[src/rtl/entrada_cantidad.sv]
// Keypad quantity entry: turns debounced digit/enter/clear key codes into a
// committed decimal quantity offered to the dispenser with a valid/ack handshake.
module entrada_cantidad #(
  parameter int MAX_DIGITS = 3,
  parameter int MAX_VAL    = 999,
  parameter int CNT_W      = 10,
  parameter int HOLDOFF    = 16
) (
  input  logic             CLK,
  input  logic             RST_N,
  input  logic [3:0]       key_code,
  input  logic             key_avail,
  input  logic             out_ack,
  output logic [CNT_W-1:0] cantidad,
  output logic [1:0]       n_digits,
  output logic [CNT_W-1:0] cantidad_final,
  output logic             out_valid,
  output logic             err
);

  localparam int ACC_W = CNT_W + 4;
  localparam int HO_W  = $clog2(HOLDOFF + 1);
  localparam logic [1:0]      MAX_ND  = 2'(MAX_DIGITS);
  localparam logic [HO_W-1:0] HO_LOAD = HO_W'(HOLDOFF);
  localparam logic [ACC_W-1:0] MAX_ACC = ACC_W'(MAX_VAL);

  typedef enum logic [1:0] {IDLE = 2'd0, ENTRY = 2'd1, OFFER = 2'd2} state_t;
  typedef enum logic [1:0] {K_DIGIT = 2'd0, K_ENTER = 2'd1, K_CLEAR = 2'd2, K_NONE = 2'd3} key_kind_t;

  function automatic key_kind_t classify(input logic [3:0] code);
    key_kind_t kind;
    case (code)
      4'hA:                      kind = K_ENTER;
      4'hB:                      kind = K_CLEAR;
      4'hC, 4'hD, 4'hE, 4'hF:    kind = K_NONE;
      default:                   kind = K_DIGIT;
    endcase
    return kind;
  endfunction

  state_t           state_r;
  logic             sync1_r;
  logic             sync2_r;
  logic             edge_r;
  logic [HO_W-1:0]  ho_cnt_r;
  logic [ACC_W-1:0] acc_r;

  logic             key_evt_s;
  logic             key_open_s;
  key_kind_t        kind_s;
  logic [ACC_W-1:0] digit_s;
  logic [ACC_W-1:0] mac_s;
  logic             in_range_s;
  logic             room_s;

  // Event detection, key decode and the wide multiply-add used for the next value
  always_comb begin
    key_evt_s  = sync2_r & ~edge_r;
    key_open_s = key_evt_s && (ho_cnt_r == '0);
    kind_s     = classify(key_code);
    digit_s    = {{(ACC_W-4){1'b0}}, key_code};
    mac_s      = (acc_r * ACC_W'(4'd10)) + digit_s;
    in_range_s = (acc_r != '0) && (acc_r <= MAX_ACC);
    room_s     = (n_digits < MAX_ND);
  end

  assign cantidad = acc_r[CNT_W-1:0];

  // Synchroniser, holdoff counter and the entry FSM with all registered outputs
  always_ff @(posedge CLK or negedge RST_N) begin
    if (!RST_N) begin
      state_r        <= IDLE;
      sync1_r        <= 1'b0;
      sync2_r        <= 1'b0;
      edge_r         <= 1'b0;
      ho_cnt_r       <= '0;
      acc_r          <= '0;
      n_digits       <= 2'd0;
      cantidad_final <= '0;
      out_valid      <= 1'b0;
      err            <= 1'b0;
    end else begin
      sync1_r <= key_avail;
      sync2_r <= sync1_r;
      edge_r  <= sync2_r;
      err     <= 1'b0;

      // A load below takes precedence over this decrement
      if (ho_cnt_r != '0) begin
        ho_cnt_r <= ho_cnt_r - HO_W'(1);
      end else begin
        ho_cnt_r <= ho_cnt_r;
      end

      case (state_r)
        IDLE: begin
          if (key_open_s) begin
            case (kind_s)
              K_DIGIT: begin
                acc_r    <= digit_s;
                n_digits <= 2'd1;
                state_r  <= ENTRY;
                ho_cnt_r <= HO_LOAD;
              end
              K_ENTER: begin
                err      <= 1'b1;
                ho_cnt_r <= HO_LOAD;
              end
              K_CLEAR: begin
                ho_cnt_r <= HO_LOAD;
              end
              default: begin
                state_r <= IDLE;
              end
            endcase
          end else begin
            state_r <= IDLE;
          end
        end

        ENTRY: begin
          if (key_open_s) begin
            case (kind_s)
              K_DIGIT: begin
                if (room_s) begin
                  acc_r    <= mac_s;
                  n_digits <= n_digits + 2'd1;
                  ho_cnt_r <= HO_LOAD;
                end else begin
                  state_r <= ENTRY;
                end
              end
              K_ENTER: begin
                ho_cnt_r <= HO_LOAD;
                if (in_range_s) begin
                  cantidad_final <= acc_r[CNT_W-1:0];
                  out_valid      <= 1'b1;
                  state_r        <= OFFER;
                end else begin
                  err      <= 1'b1;
                  acc_r    <= '0;
                  n_digits <= 2'd0;
                  state_r  <= IDLE;
                end
              end
              K_CLEAR: begin
                acc_r    <= '0;
                n_digits <= 2'd0;
                state_r  <= IDLE;
                ho_cnt_r <= HO_LOAD;
              end
              default: begin
                state_r <= ENTRY;
              end
            endcase
          end else begin
            state_r <= ENTRY;
          end
        end

        OFFER: begin
          // Key events are dropped here and never load the holdoff
          if (out_ack) begin
            out_valid <= 1'b0;
            acc_r     <= '0;
            n_digits  <= 2'd0;
            state_r   <= IDLE;
          end else begin
            state_r <= OFFER;
          end
        end

        default: begin
          state_r   <= IDLE;
          out_valid <= 1'b0;
          acc_r     <= '0;
          n_digits  <= 2'd0;
        end
      endcase
    end
  end

endmodule

[config.mk]
export PLATFORM = sky130hd
export DESIGN_NAME = entrada_cantidad
export DESIGN_NICKNAME = d
export VERILOG_FILES = /design/src/rtl/entrada_cantidad.sv
export SDC_FILE = /design/constraint.sdc
export NUM_CORES = 1
export LEC_CHECK = 0
export ABC_AREA = 0
export BUFFER_PORTS_ARGS = -buffer_cell sky130_fd_sc_hd__buf_2
export CORE_ASPECT_RATIO = 1.4
export CORE_MARGIN = 5
export CORE_UTILIZATION = 44
export CTS_BUF_LIST = sky130_fd_sc_hd__clkbuf_4
export CTS_CLUSTER_SIZE = 24
export DETAILED_ROUTE_END_ITERATION = 8
export SETUP_SLACK_MARGIN = 0.2
export SLEW_MARGIN = 0
export SYNTH_ARGS = -nofsm -noshare
export SYNTH_HDL_FRONTEND = slang
export SYNTH_SLANG_ARGS = --single-unit
[constraint.sdc]
create_clock -name CLK -period 4.6 [get_ports CLK]
set_input_delay 0.23 -clock CLK [delete_from_list [all_inputs] [get_ports CLK]]
set_output_delay 0.23 -clock CLK [all_outputs]
set_load 0.01 [all_outputs]
==> results.toml <==
[min_path]
hold_class = "primary input to asynchronous set/reset pin"

[clock_network]
clk_latency_ns = 0.34
path_clk_slew_ns = 0.12
cts_tree = "done"
cts_resized = 0
cts_buffer_depth = 2
numCtsBuffers = 5
root_buffer = "clkbuf_4"
cts_sinks = 38
htreeDepth = 2

[yosys]
ys_types = 55
yosysMostFrequentCell = "dfrtp_1"
yosys.area.top_type_share = 0.352
syn_area_per_cell_um2 = 10.2
ys_top_cells_by_area = "dfrtp_1, ha_1, mux2_2"
synth_edf_count = 0
syn_inst = 266
ys_seq_area_frac = 0.352
ys_warn_count = 0
async_flop_share = 1.00
synth_fp_nets = 303
synth_seq_cells = 38
yosysTopAreaCell = "dfrtp_1"
synthTopCellsByCount = "dfrtp_1, ha_1, nand2_1"
syn_area_um2 = 2700
yosys_most_used_dff = "dfrtp_1"

[global_routing]
grt_pass1_wl_um = 9700
grt-ovfl-total = 0
grt_max_degree = 39
grt_antenna_before_repair = 0
grt_usage = 0.152
grt_pass1_vias = 2027

[sta]
rsz0062_at_grt = "false"
finalCritPeriodShare = 0.637
setup_tns_ns = 0
drv_slew = 0
skew_ns = 0.0138
fmax_mhz = 341
hold_viol = 28
relSlewSlack = 0.434
fin_crit_ns = 2.93
whs_ns = -0.0189
worst_pin_slew_ns = 0.849
setup_violations = 0

[worst_setup_path]
r2r-end = "acc_r[13]"
critPathLaunchType = "flip-flop"
arrival_ns = 3.19
critPathRequiredTime_ns = 4.86
r2r-start = "acc_r[1]"
path_max_fanout = 7
critPathKind = "flip-flop to flip-flop"
cp-end-kind = "flip-flop"
reg2reg_depth = 9
r2r_slack_ns = 1.67

[floorplanning]
die_h_um = 103
die-area_um2 = 7830
fp.dieW_um = 76.2
core_um2 = 5900
placementRows = 33
io_pins = 32
start_util = 0.458

[place]
dp_cells = 348
gp_congestion = 0.786
numPortBuffers = 31
hpwl_um = 4410

[pwr]
leakage_nw = 1.49
vdd_ir_drop_max_uv = 198
power_density_nw_per_um2 = 444

[detailed_routing]
ant_nets = 0
drc = 0
wl_per_cell_um = 15.9
vias = 2048
first_iter_violations = 67
finalWirelength_um = 5690
drtPass1Iterations = 4
via_per_inst = 5.74

[finish]
num_antenna_cells = 0
syn2layout_area_growth_pct = 8.66
fin_cells = 357
final_util = 0.497
drive_above_1_share = 0.216
nNetsFinal = 323
fillCellCount = 578

[status]
violations = "negative hold slack"
status = "complete, but fails checks"

[job]
maxCapViolCount = 0
==> placed cells by master (no fill, tap or decap), drive strengths merged, types with 9 or more instances in the layout <==
cell type	instances
mux2	11
xor2	9
ha	27
nor2	13
nand2	20
xnor2	12
inv	9
dfrtp	38
buf	31
o21ai	12
a22o	10
==> worst max path at each step <==
stage	start	end	slack, ns	cells past startpoint
global placement	acc_r[4]	acc_r[12]	1.72	8
finish	acc_r[1]	acc_r[13]	1.67	9
global route	acc_r[1]	acc_r[13]	1.41	9
CTS	acc_r[1]	acc_r[13]	1.64	9
floorplan	acc_r[1]	acc_r[13]	1.89	9
detailed placement	acc_r[1]	acc_r[13]	1.66	9
==> repair_timing <==
| action | CTS | global route |
|---|---|---|
| buffers inserted | 0 | 0 |
| hold endpoints to repair | 1 | 0 |
| hold buffers | 1 | 0 |
==> metal layers <==
metal  global-route usage  part of all wire  up-vias
li1                     -                 -     1006
met1                0.178              0.44     1005
met2                0.283              0.53       30
met3               0.0175             0.020        7
met4               0.0619             0.017        0
met5                    0                 0        -
==> where the power goes <==
part | leakage, nW | switching [mW] | internal [mW]
clock network | 0.0554 | 0.114 | 0.170
logic | 0.924 | 0.294 | 0.249
registers | 0.506 | 0.0829 | 0.394
total | 1.49 | 0.490 | 0.812
==> layout make-up <==
class / instances / area, um2 / area share
clock buffer: 5 / 37.5 / 0.0128
inverter: 9 / 33.8 / 0.0115
multi-input combinational: 200 / 1590 / 0.542
timing repair buffer: 32 / 165 / 0.0563
sequential: 38 / 951 / 0.324
tap: 70 / 87.6 / 0.0298
clock inverter: 3 / 68.8 / 0.0234
==> metrics by stage <==
| stage | instance area [um2] | worst slack (ns) | hold WS [ns] | power [mW] |
|---|---|---|---|---|
| 2_1_floorplan | 2700 | 1.89 | -0.0656 | 0.916 |
| 3_3_place_gp | 2820 | 1.72 | 0.343 | 1.02 |
| 3_5_place_dp | 2820 | 1.66 | 0.345 | 1.03 |
| 4_1_cts | 2940 | 1.64 | 0.00237 | 1.32 |
| 5_1_grt | 2940 | 1.41 | 0.0459 | 1.42 |
| 6_report | 2940 | 1.67 | -0.0189 | 1.30 |
==> sequential cells by signal, summed over array words and instances, names as in the netlist, 2 cells and up <==
name,flops
state_r,2
ho_cnt_r,5
acc_r,14
n_digits,2
cantidad_final,10
==> worst max-delay path, cell delays in order (launching register included) <==
cell	delay (ns)
dfrtp_1	0.48
ha_1	0.32
ha_1	0.24
fa_1	0.40
a21oi_1	0.22
o211ai_1	0.21
a31oi_1	0.32
xor2_1	0.15
or3_1	0.36
o211ai_1	0.17
==> kinds of logic (layout without fill, tap and decap cells) <==
logic type	count (synthesis)	after routing	synth area share
compound gates	60	60	0.162
simple gates	78	78	0.170
mux	12	12	0.0496
fa+ha+maj	29	29	0.140
flops	38	38	0.352
buf+inv	28	49	0.0588
xor+xnor	21	21	0.0681
Note: power is estimated with default switching activity, not from simulation.
